**src/rtl/ddr2_clk_rst_seq.sv**
```systemverilog
// Clock/reset supervisor for the DDR2 interface.
// Pulses the DCM reset, waits for DCM lock and IDELAYCTRL ready, requires
// both to hold for a qualification window, then releases the DDR2 reset.
// Lock timeouts and lock loss re-pulse the DCM reset up to MAX_RETRY times
// before the sequencer parks in FAIL.
module ddr2_clk_rst_seq #(
  parameter int unsigned DCM_RST_CYC  = 4,
  parameter int unsigned LOCK_TIMEOUT = 1000,
  parameter int unsigned STABLE_CYC   = 16,
  parameter int unsigned MAX_RETRY    = 3,
  parameter int unsigned CNT_W        = 16,
  parameter int unsigned RTY_W        = 2
) (
  input  logic             clk_100MHz,
  input  logic             rst,
  input  logic             dcm_locked,
  input  logic             idelay_ctrl_rdy,
  output logic             dcm_rst,
  output logic             ddr2_rst,
  output logic             init_done,
  output logic             seq_err,
  output logic [RTY_W-1:0] retry_cnt,
  output logic [2:0]       state
);

  localparam logic [2:0] ST_DCM_RST   = 3'd0;
  localparam logic [2:0] ST_WAIT_LOCK = 3'd1;
  localparam logic [2:0] ST_WAIT_IDLY = 3'd2;
  localparam logic [2:0] ST_STABLE    = 3'd3;
  localparam logic [2:0] ST_RUN       = 3'd4;
  localparam logic [2:0] ST_FAIL      = 3'd5;

  localparam logic [CNT_W-1:0] RST_LAST    = CNT_W'(DCM_RST_CYC - 1);
  localparam logic [CNT_W-1:0] TMO_LAST    = CNT_W'(LOCK_TIMEOUT - 1);
  localparam logic [CNT_W-1:0] STABLE_LAST = CNT_W'(STABLE_CYC - 1);
  localparam logic [RTY_W-1:0] RTY_MAX     = RTY_W'(MAX_RETRY);

  logic             lk_m;
  logic             lk_s;
  logic             rd_m;
  logic             rd_s;
  logic [CNT_W-1:0] cnt;
  logic [CNT_W-1:0] cnt_nxt;
  logic [2:0]       state_nxt;
  logic [RTY_W-1:0] rty_nxt;
  logic             take_retry;
  logic             counting;

  // Two-flop synchronisers for the 200 MHz-domain status inputs
  always_ff @(posedge clk_100MHz or posedge rst) begin
    if (rst) begin
      lk_m <= 1'b0;
      lk_s <= 1'b0;
      rd_m <= 1'b0;
      rd_s <= 1'b0;
    end else begin
      lk_m <= dcm_locked;
      lk_s <= lk_m;
      rd_m <= idelay_ctrl_rdy;
      rd_s <= rd_m;
    end
  end

  // Next-state, retry accounting and shared cycle counter
  always_comb begin
    state_nxt  = state;
    rty_nxt    = retry_cnt;
    take_retry = 1'b0;
    counting   = 1'b0;

    case (state)
      ST_DCM_RST: begin
        counting = 1'b1;
        if (cnt == RST_LAST) state_nxt = ST_WAIT_LOCK;
      end
      ST_WAIT_LOCK: begin
        counting = 1'b1;
        if (lk_s)                 state_nxt  = ST_WAIT_IDLY;
        else if (cnt == TMO_LAST) take_retry = 1'b1;
      end
      ST_WAIT_IDLY: begin
        counting = 1'b1;
        if (!lk_s)                take_retry = 1'b1;
        else if (rd_s)            state_nxt  = ST_STABLE;
        else if (cnt == TMO_LAST) take_retry = 1'b1;
      end
      ST_STABLE: begin
        counting = 1'b1;
        if (!lk_s)                   take_retry = 1'b1;
        else if (!rd_s)              state_nxt  = ST_WAIT_IDLY;
        else if (cnt == STABLE_LAST) state_nxt  = ST_RUN;
      end
      ST_RUN: begin
        // Simultaneous loss of both inputs is treated as lock loss
        if (!lk_s)      take_retry = 1'b1;
        else if (!rd_s) state_nxt  = ST_WAIT_IDLY;
      end
      ST_FAIL: begin
        state_nxt = ST_FAIL;
      end
      default: begin
        state_nxt = ST_DCM_RST;
      end
    endcase

    if (take_retry) begin
      if (retry_cnt < RTY_MAX) begin
        rty_nxt   = retry_cnt + RTY_W'(1);
        state_nxt = ST_DCM_RST;
      end else begin
        state_nxt = ST_FAIL;
      end
    end

    // Counter restarts on every state entry
    if (state_nxt != state) cnt_nxt = '0;
    else if (counting)      cnt_nxt = cnt + CNT_W'(1);
    else                    cnt_nxt = cnt;
  end

  // State, counter and retry registers
  always_ff @(posedge clk_100MHz or posedge rst) begin
    if (rst) begin
      state     <= ST_DCM_RST;
      cnt       <= '0;
      retry_cnt <= '0;
    end else begin
      state     <= state_nxt;
      cnt       <= cnt_nxt;
      retry_cnt <= rty_nxt;
    end
  end

  // Registered output decode, one cycle behind the state register
  always_ff @(posedge clk_100MHz or posedge rst) begin
    if (rst) begin
      dcm_rst   <= 1'b1;
      ddr2_rst  <= 1'b1;
      init_done <= 1'b0;
      seq_err   <= 1'b0;
    end else begin
      dcm_rst   <= (state == ST_DCM_RST);
      ddr2_rst  <= (state != ST_RUN);
      init_done <= (state == ST_RUN);
      seq_err   <= (state == ST_FAIL);
    end
  end

endmodule

```
**config.mk**
```make
export PLATFORM = sky130hd
export DESIGN_NAME = ddr2_clk_rst_seq
export DESIGN_NICKNAME = d
export VERILOG_FILES = /design/src/rtl/ddr2_clk_rst_seq.sv
export SDC_FILE = /design/constraint.sdc
export NUM_CORES = 1
export LEC_CHECK = 0
export CORE_MARGIN = 10
export CORE_UTILIZATION = 45
export CTS_BUF_LIST = sky130_fd_sc_hd__clkbuf_8
export CTS_CLUSTER_SIZE = 14
export DETAILED_ROUTE_END_ITERATION = 8
export MAX_ROUTING_LAYER = met4
export PLACE_DENSITY = 0.64
export SLEW_MARGIN = 25
export SYNTH_ARGS = -nofsm -noshare
export SYNTH_HDL_FRONTEND = slang
export SYNTH_SLANG_ARGS = --single-unit
```
**constraint.sdc**
```tcl
create_clock -name clk_100MHz -period 4 [get_ports clk_100MHz]
set_clock_uncertainty 0.2 [all_clocks]
set_input_delay 0.4 -clock clk_100MHz [delete_from_list [all_inputs] [get_ports clk_100MHz]]
set_output_delay 0.4 -clock clk_100MHz [all_outputs]
set_load 0.01 [all_outputs]
```
After elaboration in Yosys (flattened, before gate mapping)
Cells that the tools add are included.
{"block": "op_classes", "div": 0, "magnitude_cmp": 1, "multipliers": 0, "shift": 0, "reduce_logical": 5, "addsub": 2, "n_eq_ne": 10, "n_bitwise": 0, "muxes": 21}
{"cell": "two-way mux 3 bit", "count": 11}
{"cell": "two-way mux 16 bit", "count": 2}
{"cell": "case mux 3 bit (6 select lines)", "count": 1}
{"cell": "adder 16 x 1 -> 16 bit (second input constant)", "count": 1}
{"cell": "== test 16 x 10 -> 1 bit (second input constant)", "count": 1}
{"cell": "== test 16 x 2 -> 1 bit (second input constant)", "count": 1}
{"cell": "== test 16 x 4 -> 1 bit (second input constant)", "count": 1}
{"cell": "== test 3 x 2 -> 1 bit (second input constant)", "count": 2}
{"cell": "== test 3 bit (second input constant)", "count": 2}
{"cell": "two-way mux 1 bit", "count": 6}
{"cell": "OR reduction 4 bit", "count": 1}
{"cell": "== test 3 x 1 -> 1 bit (second input constant)", "count": 1}
{"cell": "zero test 3 bit", "count": 1}
{"cell": "inequality test 3 bit", "count": 1}
{"cell": "inequality test 3 bit (second input constant)", "count": 1}
{"cell": "case mux 1 bit (3 select lines)", "count": 1}
{"cell": "adder 2 x 1 -> 2 bit (second input constant)", "count": 1}
{"cell": "less-than comparator 2 bit (second input constant)", "count": 1}
{"cell": "AND reduction 2 bit", "count": 1}
{"cell": "nonzero test 2 bit", "count": 1}
{"cell": "OR reduction 2 bit", "count": 1}
{"block": "totals", "regBits": 29, "n_memories": 0, "latchBits": 0, "inputBits": 4, "out_inout_bits": 9, "mem_bits_rw": 0, "wordCells": 50, "mem_bits_ro": 0}

Longest topological paths before layout
Gate-level depths: netlist of the first run.
{"block": "logic_depth", "ltp_word": 8, "ltp_mapped": 10, "ltp_nobuf": 8}

Worst setup path before layout of the first run
OpenSTA, ideal clock, no wires.
{"block": "synth_path", "kind": "reg2reg", "startpoint": "reg cnt[13]", "endpoint": "reg cnt[10]", "required_ns": 3.713, "setup_slack_ns": 1.103, "setup_ns": 0.087, "stages_incl_launch_ff": 9, "t_arrival_ns": 2.610, "period_less_slack_ns": 2.897, "cell_sequence": "dfrtp_1 > or4_4 > or3_1 > o311ai_1 > o32ai_2 > or4_1 > buf_6 > buf_8 > a211oi_2"}
{"block": "synth_via", "elab_chain_len": 8, "elab_cells_between_ends": 17, "cone_classes": "4 x eq/ne; 12 x mux; 1 x reduce/logical"}
{"item": "from (decl)", "line": "42", "text": "logic [CNT_W-1:0] cnt;"}
{"item": "from (signal assigned)", "line": "129", "text": "cnt <= cnt_nxt;"}
{"item": "== test 16 x 4 -> 1 bit / == test 16 x 10 -> 1 bit (equally long branches)", "line": "91, 79, 85"}
{"item": "two-way mux 3 bit / two-way mux 1 bit (equally long branches)", "line": "91, 79, 85"}
{"item": "two-way mux 3 bit / two-way mux 1 bit (equally long branches)", "line": "90, 84"}
{"item": "two-way mux 3 bit / two-way mux 1 bit (equally long branches)", "line": "89, 83"}
{"item": "case mux 3 bit (6 select lines) / case mux 1 bit (3 select lines) (equally long branches)", "line": "71", "text": "case (state)"}
{"item": "two-way mux 3 bit *", "line": "106", "text": "if (take_retry) begin"}
{"item": "inequality test 3 bit *", "line": "116", "text": "if (state_nxt != state) cnt_nxt = '0;"}
{"item": "two-way mux 16 bit / nonzero test 2 bit (equally long branches)"}
Every way passes the cells marked *; elsewhere a longest branch is shown, timed or not.
A chain may end at the register's enable or synchronous reset.

Worst setup path after layout of the first run
{"block": "layout_path", "startpoint": "reg cnt[13]", "endpoint": "reg cnt[5]"}
The elaborated chain is that of the path after synthesis.

==> out/results.ini, run 1 <==
[status]
status=completed

[synthesis]
yosysMostFrequentCell=dfrtp_1
async_reset_ff_share_pct=100
synthCells=172
yosys-top-cells-area=dfrtp_1 39%, a211oi_2 5.8%, xnor2_1 3.6%
netlist.area_leader.share_pct=39.2
yosysSeqAreaShare_pct=42.3
ys.flop_type=dfrtp_1
synth_common_cells=27 x dfrtp_1, 12 x nand2_1, 10 x nor2_1
syn_nets=178
synth.distinct_cells=49
yosys_warnings=0
synth_edf_count=0
syn_avg_cell_area_um2=10.0
ys_ff_latch=29
synth_area_um2=1720
synth_top_cell_by_area=dfrtp_1

[clock_network]
clk_latency_ps=280
clkSlewWorstSetupHoldPaths_ps=60
numClockSinks=29
cts_tree=done
cts_hold_buf=0
cts_buffers=5
cts_resized=0
cts_buffer_depth=2
root_buffer=clkbuf_8
cts_setup_buffers=0
htreeDepth=2

[setup_path]
worstRegToRegCells=6
endpoint=cnt[5]
cp.required_ps=3900
slowest_delay_ps=820
cp-end-kind=flip-flop
r2r_slack_ps=540
cp_num_cells=6
regToRegEndpoint=cnt[5]
path_class=reg2reg
crit_start=cnt[13]
crit_family=compound AO/OA/AOI/OAI gates
cp_max_fo=16
worst-path-buf-inv=0
path_cells=or4_4 > or4_1 > o21ai_0 > o311ai_2 > a32oi_2 > a221oi_1
cp.arrival_ps=3360
cp_slowest_cell=a32oi_2
start_kind=flip-flop
r2r_start=cnt[13]

[cells_and_area]
multi_input_area_um2=898
regArea_um2=728
drive_gt1_share_pct=15.4
areaGrowthSynthToFinish_pct=12.7
utilization_pct=52.6
fillerInstances=355
final_area_um2=1940
fin_nets=187
diodes=0

[global_routing]
grt_pass1_vias=1291
grt_overflow=0
antenna_found_initial=0
grt_max_degree=30
grt_pass1_wl_um=6270
track_usage_pct=12.1

[drt]
routedWlPerCell_um=16.5
first_iter_violations=52
drtPass1Iterations=4
avgViaCountPerCell=5.88
wirelength_um=3790
vias=1352
drtAntennaViolNets=0
drc_errors=0

[pwr]
peakVddDrop_v=0.000348
power_density_nw_per_um2=604
power_mw=1.17
leakagePower_nw=0.776

[die]
ios=13
core_area_um2=3690
die_w_um=81.9
num_rows=22
floorplan.initialDensity_pct=46.7
die_area_um2=6700
die_height_um=81.9

[sta]
hold_violations=0
layout_min_cycle_time_ps=3460
worst_pin_slew_ps=977
post-route-period-util_pct=86.5
max_slew_margin_pct=34.9
fin_tns_setup_ps=0
hold_slack_ps=148
fmax_mhz=289
finalMaxSlewViolations=0
rsz0062_at_grt=no
final-setup-viol-count=0

[place]
dp_hpwl_um=2590
port_buffers=12
place_area_um2=1840
gp_congestion=0.887

[worst_hold_path]
holdCritPathClass=reg2reg

[run]
maxCapViolCount=0

[registers in the layout (all words and copies together) (netlist names)]
name,cells
rd_s,1
dcm_rst,1
cnt,16
rd_m,1
lk_m,1
state,3
lk_s,1
init_done,1
retry_cnt,2
seq_err,1
ddr2_rst,1
[where the power goes]
part / internal (mW) / switching [mW]
Combinational: 0.201 / 0.288
Sequential: 0.349 / 0.0721
Clock: 0.155 / 0.108
[cells by family (layout without fill, tap and decap cells)]
| kind of cell | after synthesis | in the layout | synth area share [%] |
|---|---|---|---|
| simple gates | 62 | 62 | 19.5 |
| compound gates | 43 | 43 | 21.6 |
| flops | 29 | 29 | 42.3 |
| buf+inv | 18 | 28 | 5.59 |
| xor+xnor | 14 | 14 | 7.12 |
| mux | 4 | 4 | 2.40 |
| fa+ha+maj | 2 | 2 | 1.45 |
[layout make-up]
type / instances / share of cell area, %
sequential: 29 / 37.5
clock buffer: 7 / 4.96
multi-input combinational: 125 / 46.3
timing repair buffer: 13 / 6.57
inverter: 7 / 1.35
clock inverter: 1 / 0.258
tap: 48 / 3.09
[per-stage QoR]
stage               std cells  setup WS, ps
finish                    230           542
global route              230           364
detailed placement        222           563
global placement          222           668
CTS                       230           579
floorplan                 172          1100
[layer usage]
metal	global-route usage, %	vias up	part of all wire (%)
li1	-	651	-
met1	15.3	653	44
met2	18.7	43	48
met3	3.49	5	7.3
met4	2.55	0	0.71
met5	-	-	0
[worst min-delay path by stage]
| stage | from | to | slack (ps) | cells after the start |
|---|---|---|---|---|
| after CTS | lk_m | lk_s | 150 | 0 |
| after global placement | lk_m | lk_s | 130 | 0 |
| after floorplan | lk_m | lk_s | 130 | 0 |
| after detailed placement | lk_m | lk_s | 140 | 0 |
| final | lk_m | lk_s | 150 | 0 |
| after global routing | lk_m | lk_s | 160 | 0 |
[cells in the final DEF (no fill, tap or decap), types with 2 or more instances in the layout]
cell             synthesis  layout
xnor2_1                  7       7
dfrtp_1                 27      27
nor4_1                   2       2
clkbuf_8                 0       7
nor2_1                  10      10
ha_1                     2       2
o21a_1                   3       3
or4_1                    3       3
o21ai_0                  3       3
nor3_1                   6       6
nand2_1                 12      12
a21oi_1                  9       9
nand4_1                  4       4
dfstp_2                  2       2
or3_1                    5       5
and3_1                   3       3
a211oi_2                 8       8
nand3_1                  7       7
nand2b_1                 2       2
mux2i_1                  3       3
a211oi_1                 6       6
inv_1                    7       6
clkdlybuf4s50_1          0      12
xor2_1                   7       7
Note: power is estimated with default switching activity, not from simulation.
==> run 2: changes to the inputs <==
- CORE_UTILIZATION: 45 -> 40
- PLACE_DENSITY: 0.64 -> 0.58
==> out/results.ini, run 2 (synthesis gave the netlist of run 1 again) <==
[clock_network]
cts_hold_buf=0  ; unchanged
numClockSinks=29  ; unchanged
cts_tree=done
cts_setup_buffers=0  ; unchanged
cts_buffers=5  ; unchanged
htreeDepth=2  ; unchanged
cts_buffer_depth=2  ; unchanged
root_buffer=clkbuf_8
clkSlewWorstSetupHoldPaths_ps=70  ; about the same
clk_latency_ps=280  ; about the same
cts_resized=0  ; unchanged

[drt]
wirelength_um=3900  ; +2.9%
vias=1360  ; +0.59%
drtPass1Iterations=4  ; unchanged
routedWlPerCell_um=16.8  ; +2.0%
first_iter_violations=116  ; +120%
drc_errors=0  ; unchanged
avgViaCountPerCell=5.86  ; -0.28%
drtAntennaViolNets=0  ; unchanged

[pwr]
leakagePower_nw=0.777  ; about the same
peakVddDrop_v=0.000405  ; +16%
power_density_nw_per_um2=612  ; +1.2%

[place]
dp_hpwl_um=2790  ; +7.8%
port_buffers=12  ; unchanged
place_area_um2=1840  ; -0.14%
gp_congestion=0.893  ; +0.71%

[cells_and_area]
largest_reg_flops=16  ; unchanged
final_cell_mix=27 x dfrtp_1, 12 x nand2_1, 12 x clkdlybuf4s50_1
diodes=0  ; unchanged
final_area_um2=1950  ; +0.45%
reg_top3=cnt: 16 flops, state: 3 flops, retry_cnt: 2 flops
drive_gt1_share_pct=15.9  ; +0.55 points
regMostFlops=cnt
areaGrowthSynthToFinish_pct=13.2
layout_commonest_cell=dfrtp_1
fin_nets=187  ; unchanged

[sta]
worst_pin_slew_ps=916  ; -60.8 ps
post-route-period-util_pct=86.6  ; +0.13 points
fmax_mhz=289  ; -0.15%
finalMaxSlewViolations=0  ; unchanged
final-setup-viol-count=0  ; unchanged
hold_slack_ps=150  ; +2.04 ps
rsz0062_at_grt=no
layout_min_cycle_time_ps=3460  ; +5.12 ps
hold_violations=0  ; unchanged
fin_tns_setup_ps=0  ; unchanged
max_slew_margin_pct=38.4  ; +3.5 points

[die]
ios=13  ; unchanged
floorplan.initialDensity_pct=42.2  ; -4.5 points
num_rows=23  ; +4.5%
die_height_um=85.6  ; +4.6%
die_area_um2=7330  ; +9.4%
die_w_um=85.6  ; +4.6%
core_area_um2=4090  ; +11%

[global_routing]
track_usage_pct=11.7  ; -0.39 points
grt_overflow=0  ; unchanged
grt_pass1_wl_um=6980  ; +11%
grt_pass1_vias=1432  ; +11%
grt_max_degree=30  ; unchanged
antenna_found_initial=0  ; unchanged

[setup_path]
path_class=reg2reg
cp.arrival_ps=3370  ; about the same
cp-end-kind=flip-flop
r2r_start=cnt[13]
cp.required_ps=3900  ; about the same
regToRegEndpoint=cnt[5]
cp_max_fo=16  ; unchanged
crit_start=cnt[13]
start_kind=flip-flop
worstRegToRegCells=6  ; unchanged
r2r_slack_ps=540  ; about the same
endpoint=cnt[5]

[run]
maxCapViolCount=0  ; unchanged

[status]
status=completed

[worst_hold_path]
holdCritPathClass=reg2reg
worst_hold_startpoint=lk_m

## run 2: cell counts in the layout (fill, tap and decap cells not counted)
Identical to the previous run, type by type.
## run 2: layout make-up
cell class                 instances  area, µm²
tap                               50       62.6
clock buffer                       7       96.3
multi-input combinational        125        901
fill                             392       2140
inverter                           7       26.3
clock inverter                     1       5.00
timing repair buffer              13        131
sequential                        29        728
## run 2: routing by layer
metal / vias up / global-route usage [%] / wire (µm)
met5: - / - / 0
met4: 0 / 3.59 / 60
met3: 6 / 3.88 / 192
met2: 28 / 18.2 / 1840
met1: 673 / 13.9 / 1800
li1: 653 / - / -
## run 2: worst min-delay path by stage
stage	to	slack (ps)	cells past startpoint
after floorplan	lk_s	130	0
after global placement	rd_s	130	0
after detailed placement	lk_s	140	0
after CTS	lk_s	150	0
after global routing	lk_s	160	0
final	lk_s	150	0
## run 2: worst max-delay path, stage by stage (launching register included)
cell      delay (ps)
dfrtp_1          410
or4_4            550
or4_1            660
o21a_1           240
o32ai_2          370
or4_1            630
a221oi_1         220
## run 2: through the flow
step,std cells,util (%),setup slack (ps),power [mW]
after global routing,232,47.7,318,1.29
after global placement,223,44.9,645,0.894
after floorplan,172,-,1100,0.785
final,232,47.7,537,1.19
after detailed placement,223,45.0,441,0.921
after CTS,231,47.5,461,1.18
## run 2: power by group
part	leakage [nW]	switching [mW]	total, mW	internal, mW
registers	0.378	0.0717	0.421	0.349
logic	0.344	0.297	0.511	0.215
clock network	0.0542	0.106	0.261	0.155
total	0.777	0.475	1.19	0.719
